## src/rtl/bl_pkg.sv

```systemverilog
// bl_pkg: shared definitions for the backlight zone writer.
//   - bl_state_e : writer FSM state encoding
//   - ADDR_W / GRAY_W / LUMA_W : LED address, gray value and zone luma widths
//   - zone_beat_t : one buffered zone result {addr, luma}
package bl_pkg;
  localparam int ADDR_W = 10;
  localparam int GRAY_W = 16;
  localparam int LUMA_W = 8;

  typedef enum logic [1:0] {
    IDLE  = 2'd0,
    SOF   = 2'd1,
    WRITE = 2'd2,
    DONE  = 2'd3
  } bl_state_e;

  typedef struct packed {
    logic [ADDR_W-1:0] addr;
    logic [LUMA_W-1:0] luma;
  } zone_beat_t;

  localparam int BEAT_W = $bits(zone_beat_t);
endpackage

```

## src/rtl/bl_sync_fifo.sv

```systemverilog
// bl_sync_fifo: single-clock FIFO with registered full/empty flags.
// Ports:
//   clk, reset     clock, synchronous active-high reset
//   flush          drop all contents; a push in the same cycle is kept as
//                  the only entry (it belongs to whatever follows the flush)
//   push, wdata    write side; ignored when full (no push-through on pop)
//   pop, rdata     read side; rdata is the show-ahead head entry
//   full, empty    registered status flags
module bl_sync_fifo #(
  parameter int WIDTH = 18,
  parameter int DEPTH = 16
) (
  input  logic             clk,
  input  logic             reset,
  input  logic             flush,
  input  logic             push,
  input  logic [WIDTH-1:0] wdata,
  input  logic             pop,
  output logic [WIDTH-1:0] rdata,
  output logic             full,
  output logic             empty
);
  localparam int AW = $clog2(DEPTH);
  localparam logic [AW:0] DEPTH_C = (AW+1)'(DEPTH);

  logic [WIDTH-1:0] mem [DEPTH];
  logic [AW-1:0]    wr_ptr, rd_ptr;
  logic [AW:0]      count, count_nxt;
  logic             do_push, do_pop;

  // Gating uses the registered flags, so a pop never frees room for a
  // same-cycle push when the buffer is full.
  assign do_push = push && !full;
  assign do_pop  = pop && !empty && !flush;
  assign rdata   = mem[rd_ptr];

  always_comb begin
    count_nxt = count;
    if (flush) count_nxt = (AW+1)'(do_push);
    else       count_nxt = count + (AW+1)'(do_push) - (AW+1)'(do_pop);
  end

  always_ff @(posedge clk) begin
    if (reset) begin
      wr_ptr <= '0;
      rd_ptr <= '0;
      count  <= '0;
      full   <= 1'b0;
      empty  <= 1'b1;
    end else begin
      if (flush) begin
        rd_ptr <= '0;
        wr_ptr <= AW'(do_push);
      end else begin
        if (do_push) wr_ptr <= wr_ptr + 1'b1;
        if (do_pop)  rd_ptr <= rd_ptr + 1'b1;
      end
      count <= count_nxt;
      full  <= (count_nxt == DEPTH_C);
      empty <= (count_nxt == '0);
    end
  end

  always_ff @(posedge clk) begin
    if (do_push) mem[flush ? '0 : wr_ptr] <= wdata;
  end
endmodule

```

## src/rtl/bl_zone_writer.sv

```systemverilog
// bl_zone_writer: buffers per-zone luminance results and writes them as
// gray values into the LED SRAM, one frame of NUM_ZONES zones at a time.
// Build option: define BL_GAMMA_EN to map gray = luma*luma; otherwise the
// luma byte is replicated into both gray bytes. Either way the result is
// floored at MIN_GRAY.
// Ports:
//   clk, reset            clock, synchronous active-high reset
//   frame_start           new-frame pulse (aborts an unfinished frame)
//   zone_valid/ready      zone beat handshake, zone_addr/zone_luma payload
//   sdbpflag              frame-start strobe to the SRAM
//   wten/wtaddr/wtdina    SRAM write strobe, address, gray data
//   frame_done            pulse one cycle after the last write of a frame
//   seq_err, frame_err    sticky order / early-frame-start errors
module bl_zone_writer
  import bl_pkg::*;
#(
  parameter int                NUM_ZONES  = 1024,
  parameter int                FIFO_DEPTH = 16,
  parameter logic [GRAY_W-1:0] MIN_GRAY   = 16'h0000
) (
  input  logic              clk,
  input  logic              reset,
  input  logic              frame_start,
  input  logic              zone_valid,
  output logic              zone_ready,
  input  logic [ADDR_W-1:0] zone_addr,
  input  logic [LUMA_W-1:0] zone_luma,
  output logic              sdbpflag,
  output logic              wten,
  output logic [ADDR_W-1:0] wtaddr,
  output logic [GRAY_W-1:0] wtdina,
  output logic              frame_done,
  output logic              seq_err,
  output logic              frame_err
);
  localparam logic [ADDR_W-1:0] ZC_LAST = ADDR_W'(NUM_ZONES - 1);

  bl_state_e         state, state_nxt;
  logic [ADDR_W-1:0] zcnt;
  logic              fifo_full, fifo_empty;
  logic [BEAT_W-1:0] fifo_rdata;
  zone_beat_t        in_beat, head;
  logic              push, pop, abort;

  function automatic logic [GRAY_W-1:0] map_gray(input logic [LUMA_W-1:0] l);
    logic [GRAY_W-1:0] m;
`ifdef BL_GAMMA_EN
    m = GRAY_W'(l) * GRAY_W'(l);
`else
    m = {l, l};
`endif
    return (m < MIN_GRAY) ? MIN_GRAY : m;
  endfunction

  // Ready is low while reset is held and comes up as soon as it is released.
  assign zone_ready = !fifo_full && !reset;
  assign push       = zone_valid && zone_ready;
  assign in_beat    = '{addr: zone_addr, luma: zone_luma};
  assign head       = zone_beat_t'(fifo_rdata);

  // A frame_start outside IDLE kills the frame: flush, no pop this cycle.
  assign abort    = frame_start && (state != IDLE);
  assign pop      = (state == WRITE) && !fifo_empty && !frame_start;
  assign sdbpflag = (state == SOF);

  bl_sync_fifo #(
    .WIDTH (BEAT_W),
    .DEPTH (FIFO_DEPTH)
  ) u_fifo (
    .clk   (clk),
    .reset (reset),
    .flush (abort),
    .push  (push),
    .wdata (in_beat),
    .pop   (pop),
    .rdata (fifo_rdata),
    .full  (fifo_full),
    .empty (fifo_empty)
  );

  always_comb begin
    state_nxt = state;
    case (state)
      IDLE:    if (frame_start) state_nxt = SOF;
      SOF:     state_nxt = frame_start ? SOF : WRITE;
      WRITE: begin
        if (frame_start)                     state_nxt = SOF;
        else if (pop && (zcnt == ZC_LAST))   state_nxt = DONE;
      end
      DONE:    state_nxt = frame_start ? SOF : IDLE;
      default: state_nxt = IDLE;
    endcase
  end

  always_ff @(posedge clk) begin
    if (reset) begin
      state      <= IDLE;
      zcnt       <= '0;
      wten       <= 1'b0;
      wtaddr     <= '0;
      wtdina     <= '0;
      frame_done <= 1'b0;
      seq_err    <= 1'b0;
      frame_err  <= 1'b0;
    end else begin
      state <= state_nxt;
      wten  <= pop;
      if (pop) begin
        wtaddr <= head.addr;
        wtdina <= map_gray(head.luma);
      end
      if (state == SOF) zcnt <= '0;
      else if (pop)     zcnt <= zcnt + 1'b1;
      seq_err    <= seq_err | (pop && (head.addr != zcnt));
      frame_err  <= frame_err | abort;
      // The last write is on the wire during DONE, so this lands one later.
      frame_done <= (state == DONE) && !frame_start;
    end
  end
endmodule
```

## config.mk

```make
export PLATFORM = sky130hd
export DESIGN_NAME = bl_zone_writer
export DESIGN_NICKNAME = d
export VERILOG_FILES = /design/src/rtl/bl_pkg.sv /design/src/rtl/bl_sync_fifo.sv /design/src/rtl/bl_zone_writer.sv
export SDC_FILE = /design/constraint.sdc
export NUM_CORES = 1
export LEC_CHECK = 0
export ABC_AREA = 1
export CAP_MARGIN = 0
export CORE_ASPECT_RATIO = 0.8
export CORE_MARGIN = 2
export CORE_UTILIZATION = 45
export CTS_BUF_LIST = sky130_fd_sc_hd__clkbuf_16
export DETAILED_ROUTE_END_ITERATION = 16
export DONT_BUFFER_PORTS = 1
export GPL_TIMING_DRIVEN = 0
export PLACE_DENSITY = 0.74
export SYNTH_ARGS = -nofsm -noshare
export SYNTH_HDL_FRONTEND = slang
export SYNTH_SLANG_ARGS = --single-unit
```

## constraint.sdc

```tcl
create_clock -name clk -period 3 [get_ports clk]
set_clock_uncertainty 0.2 [all_clocks]
set_input_delay 0.6 -clock clk [delete_from_list [all_inputs] [get_ports clk]]
set_output_delay 0.6 -clock clk [all_outputs]
set_load 0.01 [all_outputs]
```

### Word-level counts from Yosys, hierarchy flattened

Memory sizes are Yosys's and may differ from the RTL's. A register that Yosys moved wholly into a read port is not among the register bits.
Cells that the tools add are included.
W data, S select, Z words.

* add/sub/neg operators: 5
* order comparisons: 1
* equal/unequal tests: 8
* mux-type cells: 15
* bitwise operators: 2
* reduce and logical (&&, ||, !) cells: 23

Operators by type and width (number)
* $lt A16 B1 Y1 const B: 1
* $mux W16: 1
* $mux W4: 3
* $logic_and A1 B1 Y1: 11
* $add A10 B1 Y10 const B: 1
* $eq A10 B10 Y1 const B: 1
* $ne A10 B10 Y1: 1
* $add A4 B1 Y4 const B: 2
* $mux W2: 4
* $pmux W2 S4: 1
* $add A5 B1 Y5: 1
* $eq A5 B5 Y1 const B: 1
* $logic_not A1 Y1: 5
* $logic_not A5 Y1: 1
* $mux W1: 5
* $mux W5: 1
* $sub A5 B1 Y5: 1
* $eq A2 B2 Y1 const B: 2
* $reduce_bool A2 Y1: 2
* $reduce_or A2 Y1: 2
* $ne A3 B2 Y1 const B: 1
* $eq A2 B1 Y1 const B: 1
* $logic_not A2 Y1: 1
* $ne A2 B2 Y1 const B: 1
* other kinds (2): 3

* flip-flop bits (word level): 57
* memory bits (writable): 288
* input port bits: 22
* output and inout port bits: 32
* logic and storage cells: 69
* memories: 1

Memories
* u_fifo.mem: depth 16, bits a word 18, read ports 1, clocked after Yosys merged registers in 1, wr ports 1, RTL line bl_sync_fifo.sv:26 `logic [WIDTH-1:0] mem [DEPTH];`

### Longest topological paths before layout

Gate-level depths: netlist of the first run.

* word-level depth: 8
* mapped depth: 18
* depth with buffers taken out: 18

### Modules after synthesis

From an unflattened synthesis of the first run, not the netlist that was laid out.

* cell total of the unflattened synthesis: 1286
* area total of the unflattened synthesis: 14141.1 um^2

By module, submodules not included
* bl_sync_fifo: instances 1, cells an instance 1070, area each 12574.6 um^2, sequential area each 9028.7 um^2
* bl_zone_writer: instances 1, cells an instance 216, area each 1566.5 um^2, sequential area each 680.7 um^2

### Worst setup path before layout of the first run

Ideal clock, no wire load.

* kind: in2reg
* start point: in frame_start
* end point: mem u_fifo.mem[5][0], enable pin
* library setup time: 416 ps
* arrival time: 2454 ps
* data required time: 2384 ps
* path slack: -69 ps
* stages: 6
* path buffers: 1
* cell sequence: inv_1 nor2_1 buf_2 nor2_1 nand2_1 nor3_1

* cells in the longest elaborated chain, start to end: 2

Ends and longest elaborated chain
* from (decl): RTL line bl_zone_writer.sv:23 `input logic frame_start,`
* $logic_and A1 B1 Y1: RTL line bl_zone_writer.sv:62 `assign abort = frame_start && (state != IDLE);`
* $mux W4: RTL line bl_sync_fifo.sv:65 `if (do_push) mem[flush ? '0 : wr_ptr] <= wdata;`
* to (decl): RTL line bl_sync_fifo.sv:26

Every way passes these cells.

### Final worst setup path of the first run

* start point: in frame_start
* end point: mem u_fifo.mem[0][14], enable pin

Same word-level chain as after synthesis.

==> results of run 1 <==
final cells by class:
class	instances	area, um2	share of cell area
Timing Repair Buffer	39	502	0.0311
Buffer	75	445	0.0276
Clock buffer	30	751	0.0466
Multi-Input combinational cell	742	3580	0.222
Inverter	105	399	0.0248
Clock inverter	26	211	0.0131
Tap cell	413	517	0.0321
Sequential cell	341	9710	0.602
report_power, final:
| group | internal (mW) | total [mW] | switching [mW] |
|---|---|---|---|
| registers | 5.21 | 5.25 | 0.0404 |
| clock network | 2.08 | 3.82 | 1.74 |
| logic | 0.154 | 0.499 | 0.345 |
| total | 7.44 | 9.56 | 2.12 |
worst max-delay path, cell delays in order:
cell and delay [ns]:
dlygate4sd3_1 0.54, inv_1 0.06, nor2_1 0.27, clkbuf_4 0.28, nor2_1 0.07, nor2_1 0.14
nand2_1 0.15, nor2_4 0.76
cell usage in the layout (no fill, tap or decap), types with 2 or more instances in the layout:
cell | Yosys | layout
buf_16 | 0 | 4
o21ai_1 | 12 | 12
nand3_1 | 97 | 97
clkbuf_16 | 0 | 30
nor2_1 | 198 | 184
nor2_2 | 0 | 9
buf_6 | 7 | 15
a21oi_1 | 13 | 13
clkinv_1 | 2 | 9
dfxtp_1 | 53 | 53
dlygate4sd3_1 | 0 | 20
ha_1 | 7 | 7
inv_1 | 101 | 107
clkinv_4 | 0 | 2
o22ai_1 | 16 | 16
inv_4 | 1 | 2
o21ai_0 | 113 | 113
clkinv_2 | 0 | 3
a211oi_1 | 4 | 4
nand2_2 | 1 | 2
o221ai_1 | 16 | 16
buf_1 | 2 | 2
buf_2 | 26 | 25
nor2_4 | 0 | 5
nand2_1 | 211 | 210
nor3_2 | 2 | 5
bufinv_16 | 0 | 3
buf_8 | 1 | 8
nor3_1 | 12 | 8
clkbuf_1 | 24 | 22
o211ai_1 | 21 | 21
edfxtp_1 | 288 | 288
xor2_1 | 6 | 6
clkinvlp_4 | 0 | 2
buf_4 | 15 | 16
what timing repair did:
| item | CTS | global route |
|---|---|---|
| resized for setup | 3 | 15 |
| pin swaps | 0 | 2 |
| cloned | 0 | 0 |
| buffers inserted | 0 | 1 |
| hold buffers | 20 | 0 |
| endpoints found under the hold margin | 291 | 0 |
| endpoints found under the setup margin | 10 | 22 |
flip-flops by register name, summed over array words and instances (netlist names), named ones only:
register,cells
zcnt,10
u_fifo.empty,1
seq_err,1
u_fifo.mem,288
u_fifo.wr_ptr,4
frame_done,1
frame_err,1
wten,1
state,2
wtaddr,10
u_fifo.rd_ptr,4
wtdina,8
u_fifo.count,5
u_fifo.full,1
routing by layer:
metal	track usage	part of all wire	up-vias	wire length [um]
met5	0	0	-	0
met4	0.0762	0.035	0	1310
met3	0.0457	0.11	90	4170
met2	0.365	0.45	640	17000
met1	0.328	0.40	4820	15200
li1	-	-	4505	-
through the flow:
step                      setup WS, ns  hold WS, ns   util  cell area [um2]
after floorplan                -0.0693        0.251      -            14000
after global routing           -0.0122       0.0477  0.528            16100
after CTS                       0.0203        0.120  0.527            16100
after global placement           -1.94        0.267  0.477            14500
after detailed placement        -0.291        0.281  0.488            14900
final                           0.0916       0.0620  0.528            16100
path summary, 6_finish.rpt:
kind                from            endpoint  slack [ns]
min reg2reg      seq_err             seq_err        0.30
max          frame_start   u_fifo.mem[0][14]        0.09
min          frame_start                wten        0.06
max reg2reg  u_fifo.full  u_fifo.mem[12][14]        0.18
cell families after synthesis:
logic type                 after synthesis
DFF                                    341
AOI/OAI and AO/OA                      201
buffers and inverters                  180
and+or+nand+nor                        526
adders and majority gates                8
xor gates and xnor gates                 7
==> flow_metrics.tcl, run 1 <==
set metrics [dict create \
    critPathKind "in -> reg" \
    powerDensity_mw_per_mm2 593 \
    syn_area_mm2 0.0140 \
    outcome "finished, final reports clean" \
    leakage_nw 5.93 \
    drive_gt1_frac 0.105 \
    clk-insertion-delay-late_ns 0.59 \
    coreArea_mm2 0.0305 \
    synth_xor_area_frac 0.00437 \
    synth_fa_ha_area_frac 0.00767 \
    grt_max_degree 19 \
    yosysMostFrequentCell "edfxtp_1" \
    cp_max_fo 18 \
    synthDistinctLibCells 40 \
    htree_levels 1 \
    fmax_ghz 0.344 \
    n_antenna_cell 0 \
    start_kind "input pin" \
    required_ns 2.99 \
    cts.path.max_buffers 3 \
    synthMuxAreaShare 0 \
    yosys.area_share.simple 0.153 \
    place_congestion 0.871 \
    vias 10100 \
    synth_seq_area_share 0.692 \
    root_buffer "clkbuf_16" \
    total_power_mw 9.56 \
    yosysWarningCount 0 \
    area_growth_pct 14.9 \
    slew_headroom 0.362 \
    synth_area_leaders "edfxtp_1 (62%), dfxtp_1 (7.6%), nand2_1 (5.6%), nor2_1 (5.3%), o21ai_0 (4.0%)" \
    portBuffers 0 \
    drc 0 \
    post-route-period-util 0.969 \
    clk_pin_slew_worst_paths_ns 0.07 \
    viasPerCell 5.68 \
    yosys.area.top_type "edfxtp_1" \
    grtUsageTotal 0.232 \
    synthArstFlopShare 0 \
    routed_wl_um 37700 \
    hold_depth 3 \
    cts_tree "yes" \
    synth_top_family_by_area "simple AND/OR/NAND/NOR gates" \
    grt_pass1_vias 9783 \
    synth_top_area_frac 0.616 \
    wl_per_cell_um 21.3 \
    overflow 0 \
    ys_dominant_reg_cell "edfxtp_1" \
    grt_antenna_before_repair 0 \
    postRouteAntennaNets 0 \
    die_w_um 201 \
    rows 57 \
    synth_edf_count 288 \
    synth-compound-area-share 0.0835 \
    synth-seq-cells 341 \
    synth_commonest_cells "edfxtp_1 (288), nand2_1 (211), nor2_1 (198)" \
    irDropWorstVdd_mv 0.541 \
    grt_pass1_wl_um 57600 \
    drt-pass1-iter-count 7 \
    worstMarginPinSlew_ns 0.955 \
    cts.sink_count 341 \
    die_h_um 162 \
    cts_buffers 30 \
    layout_min_cycle_time_ns 2.91 \
    drtIter0Drc 1400 \
    avgSynthCellArea_um2 11.1 \
    hpwl_um 24400 \
    setup_tns_ns 0 \
    syn_inst 1263 \
    die_area_mm2 0.0326 \
    start_util 0.460 \
    fin_cells 1771 \
    hold_viol_final 0 \
    dp.cells 1694 \
    syn_nets 1293 \
    hp-class "in -> reg" \
    cp.arrival_ns 2.89 \
    end_kind "flip-flop" \
    fillers 2592 \
    ioPinCount 54 \
    rr_worst_depth 7 \
    drv_slew 0 \
    fin_nets 1364 \
    maxCapViolCount 0 \
    setup_viol 0 \
]
(Power assumes the default switching activity.)
==> run 2: changes to the inputs <==
Settings changed: CORE_UTILIZATION 45 to 30, PLACE_DENSITY 0.74 to 0.57.
==> run 2 against run 1 <==
  * Via count decreased by 2.2%
  * Non-clock buffer count shrank 6
  * Die area increased by 49%
  * Cell count rose by 11%
  * Combinational power grew 3%
  * Total power rose by 2.5%
==> flow_metrics.tcl, run 2 (same netlist as run 1, synthesis figures left out) <==
set metrics [dict create \
    cp_max_fo 10 \
    hpwl_um 26100 \
    ioPinCount 54 \
    cts.path.max_buffers 3 \
    vias 9830 \
    outcome "finished, final reports clean" \
    hold_viol_final 0 \
    fin_area_mm2 0.0163 \
    rr_worst_depth 11 \
    setup_viol 0 \
    final_cell_mix "edfxtp_1 (288), nand2_1 (211), nor2_1 (185), inv_1 (111), o21ai_0 (110)" \
    grt_antenna_before_repair 3 \
    total_power_mw 9.81 \
    start_kind "flip-flop" \
    grt_pass1_wl_um 58600 \
    portBuffers 0 \
    maxCapViolCount 0 \
    grt_pass1_vias 9171 \
    place_congestion 0.825 \
    die_h_um 197 \
    final_common_cell "edfxtp_1" \
    worstMarginPinSlew_ns 0.983 \
    cp.arrival_ns 3.10 \
    cts.sink_count 341 \
    clk_pin_slew_worst_paths_ns 0.06 \
    wl_per_cell_um 20.4 \
    layout_min_cycle_time_ns 2.89 \
    start_util 0.306 \
    post-route-period-util 0.965 \
    postRouteAntennaNets 0 \
    drv_slew 0 \
    irDropWorstVdd_mv 0.341 \
    reg2reg_slack_ns 0.11 \
    leakage_nw 5.95 \
    p_clk_frac 0.412 \
    rsz0062_at_grt "true" \
    hold_depth 2 \
    fmax_ghz 0.345 \
    p_comb_frac 0.053 \
    utilization 0.356 \
    reg_top3 "u_fifo.mem: 288 flops, wtaddr: 10 flops, zcnt: 10 flops" \
    slew_headroom 0.343 \
    drc 0 \
    p_seq_frac 0.535 \
    worst_slack_ns 0.106 \
    hold_ws_ns 0.0746 \
    hp-class "in -> reg" \
    critPathKind "reg -> reg" \
    grtUsageTotal 0.164 \
    drtIter0Drc 1137 \
    cts_setup_buffers 0 \
    fin_nets 1363 \
    coreArea_mm2 0.0459 \
    place_area_mm2 0.0151 \
    viasPerCell 4.99 \
    dp_slack_ns -0.225 \
    drt-pass1-iter-count 5 \
    die_w_um 246 \
    cts_tree "yes" \
    routed_wl_um 40200 \
    p_int_mw 7.62 \
    largest-register "u_fifo.mem" \
    cts_buffers 35 \
    largest_reg_flops 288 \
    switchingPower_mw 2.19 \
    netSwitchingFraction 0.223 \
    end_kind "flip-flop" \
    die_area_mm2 0.0485 \
    grt_max_degree 19 \
    clk-insertion-delay-late_ns 0.53 \
    rows 70 \
    powerDensity_mw_per_mm2 600 \
    area_growth_pct 16.4 \
    htree_levels 2 \
    required_ns 3.21 \
    root_buffer "clkbuf_16" \
    drive_gt1_frac 0.103 \
    overflow 0 \
]
run 2: cell types whose count changed in the layout (fill, tap and decap cells not counted), moves of 3 or more:
cell,delta
clkbuf_16,+6
clkinv_1,-4
inv_1,+4
o21ai_0,-3
o21ai_1,+3
run 2: power groups by stage:
stage / Clock (mW) / Combinational (mW) / Sequential (mW)
2_1_floorplan: 0 / 0.287 / 5.34
4_1_cts: 4.10 / 0.508 / 5.24
3_3_place_gp: 0 / 0.411 / 5.35
6_report: 4.04 / 0.515 / 5.25
3_5_place_dp: 0 / 0.433 / 5.35
5_1_grt: 4.29 / 0.569 / 5.25
run 2: through the flow:
stage	TNS [ns]	std cells
2_1_floorplan	-4.70	1263
3_3_place_gp	-362.80	1875
3_5_place_dp	-17.00	1890
4_1_cts	0	1968
5_1_grt	-0.0911	1967
6_report	0	1968
run 2: worst paths after layout:
kind | from | to
max | flip-flop | seq_err
min | frame_start | state[0]
max reg2reg | flip-flop | seq_err
min reg2reg | state[0] | frame_done
run 2: per-layer routing:
metal	up-vias	GRT usage	wire [um]
met5	-	0	13
met4	2	0.0444	861
met3	67	0.0345	3580
met2	433	0.235	17000
met1	4827	0.248	18700
li1	4501	-	-
run 2: repair_timing:
action	4_1_cts	5_1_grt
endpoints found under the setup margin	3	97
resized for setup	1	12
hold buffers	19	0
endpoints found under the hold margin	289	0
run 2: final cells by class:
| type | instances | area, um2 |
|---|---|---|
| inverters | 105 | 397 |
| well taps | 612 | 766 |
| diodes | 1 | 2.50 |
| fillers | 4555 | 29600 |
| clock inverters | 23 | 136 |
| clock buffers | 36 | 901 |
| multi-input cells | 742 | 3570 |
| flip-flops and latches | 341 | 9710 |
| plain buffers | 74 | 435 |
| repair buffers | 34 | 414 |
run 2: worst max-delay path, cell delays in order, from the launching register on:
cell and delay, ns:
dfxtp_1 0.31, buf_2 0.29, clkinv_1 0.54, clkbuf_1 0.53
nand3_1 0.34, nand2_1 0.14, nand2_1 0.08, nand2_1 0.05
nor2_1 0.11, nand3_1 0.10, nand2_1 0.07, nand2_1 0.04
==> run 3: changes to the inputs <==
Settings changed: GPL_ROUTABILITY_DRIVEN set to 0, SLEW_MARGIN set to 20, SYNTH_HIERARCHICAL set to 1.
==> run 3 against run 2 <==
  * Final area is essentially flat
  * Critical path depth increased by 1
  * Fmax grew 2.0%
  * Synthesized cell count rose by 1.8%
  * Die area is 0.78% higher
  * Count of clock-buffer cells in the layout fell by 1
  * Critical path type unchanged
==> flow_metrics.tcl, run 3 <==
set metrics [dict create \
    synthArstFlopShare 0 \
    largest-register "u_fifo/mem" \
    setup_viol 0 \
    grt_pass1_wl_um 57200 \
    yosysWarningCount 6 \
    reg2reg_slack_ns 0.16 \
    outcome "finished, final reports clean" \
    r2r-end "seq_err" \
    synth_commonest_cells "edfxtp_1 (288), nor2_1 (219), nand2_1 (201)" \
    hp-class "in -> reg" \
    htree_levels 2 \
    avgSynthCellArea_um2 11.0 \
    fillers 4604 \
    largest_reg_flops 288 \
    crit_end "seq_err" \
    syn_inst 1286 \
    setup_tns_ns 0 \
    cts.path.max_buffers 3 \
    maxCapViolCount 0 \
    postRouteAntennaNets 0 \
    drc 0 \
    root_buffer "clkbuf_16" \
    yosys.area.top_type "edfxtp_1" \
    required_ns 3.22 \
    synth_seq_area_share 0.687 \
    ys_dominant_reg_cell "edfxtp_1" \
    wl_per_cell_um 19.6 \
    portBuffers 0 \
    die_h_um 198 \
    fin_nets 1380 \
    synth_top_area_frac 0.612 \
    synthDistinctLibCells 34 \
    synth_area_leaders "edfxtp_1 (61%), dfxtp_1 (7.5%), nor2_1 (5.8%), nand2_1 (5.3%), nand3_1 (4.6%)" \
    cts.sink_count 341 \
    drv_slew 0 \
    yosysMostFrequentCell "edfxtp_1" \
    hold_viol_final 0 \
    slew_headroom 0.396 \
    synth_edf_count 288 \
    final_common_cell "edfxtp_1" \
    cts_buffers 34 \
    powerDensity_mw_per_mm2 607 \
    irDropWorstVdd_mv 0.374 \
    rows 71 \
    reg_top3 "u_fifo/mem: 288 flops, wtaddr: 10 flops, zcnt: 10 flops" \
    die_w_um 247 \
    grt_pass1_vias 9149 \
    end_kind "flip-flop" \
    viasPerCell 4.88 \
    grt_antenna_before_repair 5 \
    fmax_ghz 0.353 \
    syn_nets 1316 \
    critPathKind "reg -> reg" \
    drive_gt1_frac 0.103 \
    overflow 0 \
    post-route-period-util 0.946 \
    clk_pin_slew_worst_paths_ns 0.06 \
    worstMarginPinSlew_ns 0.904 \
    start_kind "flip-flop" \
    rr_worst_depth 12 \
    grt_max_degree 19 \
    grtUsageTotal 0.160 \
    ioPinCount 54 \
    syn_area_mm2 0.0141 \
    die_area_mm2 0.0489 \
    final_cell_mix "edfxtp_1 (288), nand2_1 (201), nor2_1 (201), nand3_1 (130), inv_1 (100)" \
    cts_setup_buffers 0 \
    cp_max_fo 10 \
    drt-pass1-iter-count 5 \
    routed_wl_um 39100 \
    leakage_nw 5.73 \
    layout_min_cycle_time_ns 2.84 \
    vias 9726 \
    clk-insertion-delay-late_ns 0.52 \
    cts_tree "yes" \
    drtIter0Drc 1175 \
    start_util 0.302 \
    coreArea_mm2 0.0468 \
    hpwl_um 26200 \
    cp.arrival_ns 3.05 \
    area_growth_pct 15.6 \
    synth-seq-cells 341 \
    total_power_mw 9.92 \
]
## run 3: cell count changes in the layout (fill, tap and decap cells not counted), moves of 8 or more
cell | before | now
o21ai_0 | 110 | 71
inv_1 | 111 | 100
nor2_1 | 185 | 201
nand3_1 | 97 | 130
nand2_1 | 211 | 201
o22ai_1 | 16 | 0
clkbuf_1 | 21 | 11
clkinv_1 | 5 | 13
a21oi_1 | 13 | 25
xnor2_1 | 1 | 9
o21ai_1 | 15 | 28
o221ai_1 | 16 | 0
o211ai_1 | 21 | 55
## run 3: logic make-up (layout without fill, tap and decap cells)
group,Yosys count,after routing,share of synthesized area
compound gates,180,180,0.0736
xor+xnor,11,11,0.00681
fa+ha+maj,8,8,0.00761
buf+inv,176,262,0.0569
flops,341,341,0.687
other cells,0,1,0
simple gates,570,570,0.168
## run 3: routing by layer
layer	share of wire	wire length, um	global-route usage	vias to the layer above
met5	0.00090	35	0	-
met4	0.021	821	0.0411	6
met3	0.11	4150	0.0530	63
met2	0.42	16400	0.232	387
met1	0.45	17700	0.227	4718
li1	-	-	-	4552
## run 3: repair_timing
action                                 in CTS  in global routing
pin swaps                                   0                  0
endpoints found under the hold margin     293                  0
hold buffers                               20                  0
setup endpoints to repair                  13                  5
gates resized for setup                     2                  8
## run 3: final cells by class
class | count | area (um2) | area share
Tap cell | 620 | 776 | 0.0475
Inverter | 104 | 390 | 0.0239
Clock inverter | 23 | 139 | 0.00850
Sequential cell | 341 | 9710 | 0.594
Buffer | 72 | 422 | 0.0258
Clock buffer | 35 | 876 | 0.0536
Timing Repair Buffer | 28 | 298 | 0.0182
Antenna cell | 1 | 2.50 | 0.000153
Multi-Input combinational cell | 769 | 3730 | 0.228
## run 3: worst min path at each step
stage | from | end | slack [ns] | depth (start not counted)
2_1_floorplan | u_fifo/rd_ptr[3] | flip-flop | 0.23 | 1
3_3_place_gp | u_fifo/rd_ptr[3] | flip-flop | 0.23 | 1
3_5_place_dp | u_fifo/rd_ptr[3] | u_fifo/rd_ptr[3] | 0.24 | 1
4_1_cts | frame_start | state[1] | 0.08 | 3
5_1_grt | reset | u_fifo/wr_ptr[2] | 0.12 | 3
6_report | reset | u_fifo/wr_ptr[2] | 0.1 | 3
## run 3: where the power goes
group          switching (mW)  internal [mW]  total (mW)
logic                   0.478          0.186       0.664
clock network            1.77           2.20        3.97
registers              0.0464           5.24        5.29
## run 3: worst max-delay path: stages (launching register included)
cell	delay [ns]
dfxtp_1	0.30
buf_4	0.21
clkinv_1	0.40
clkbuf_2	0.40
nand3_1	0.16
nand3_1	0.25
nand2_1	0.26
xnor2_1	0.14
nand2_1	0.06
nor2_1	0.10
nand3_1	0.11
nand2_1	0.07
nand2_1	0.05
## run 3: metrics by stage
| stage | instance area [um2] | utilization | setup slack (ns) | instances | hold WS (ns) |
|---|---|---|---|---|---|
| global route | 16300 | 0.349 | -0.00287 | 1993 | 0.120 |
| global placement | 14900 | 0.319 | -0.919 | 1906 | 0.234 |
| floorplan | 14100 | - | 0.0876 | 1286 | 0.225 |
| finish | 16300 | 0.349 | 0.163 | 1993 | 0.0990 |
| CTS | 16300 | 0.348 | 0.0122 | 1992 | 0.0765 |
| detailed placement | 15100 | 0.322 | -0.344 | 1914 | 0.244 |
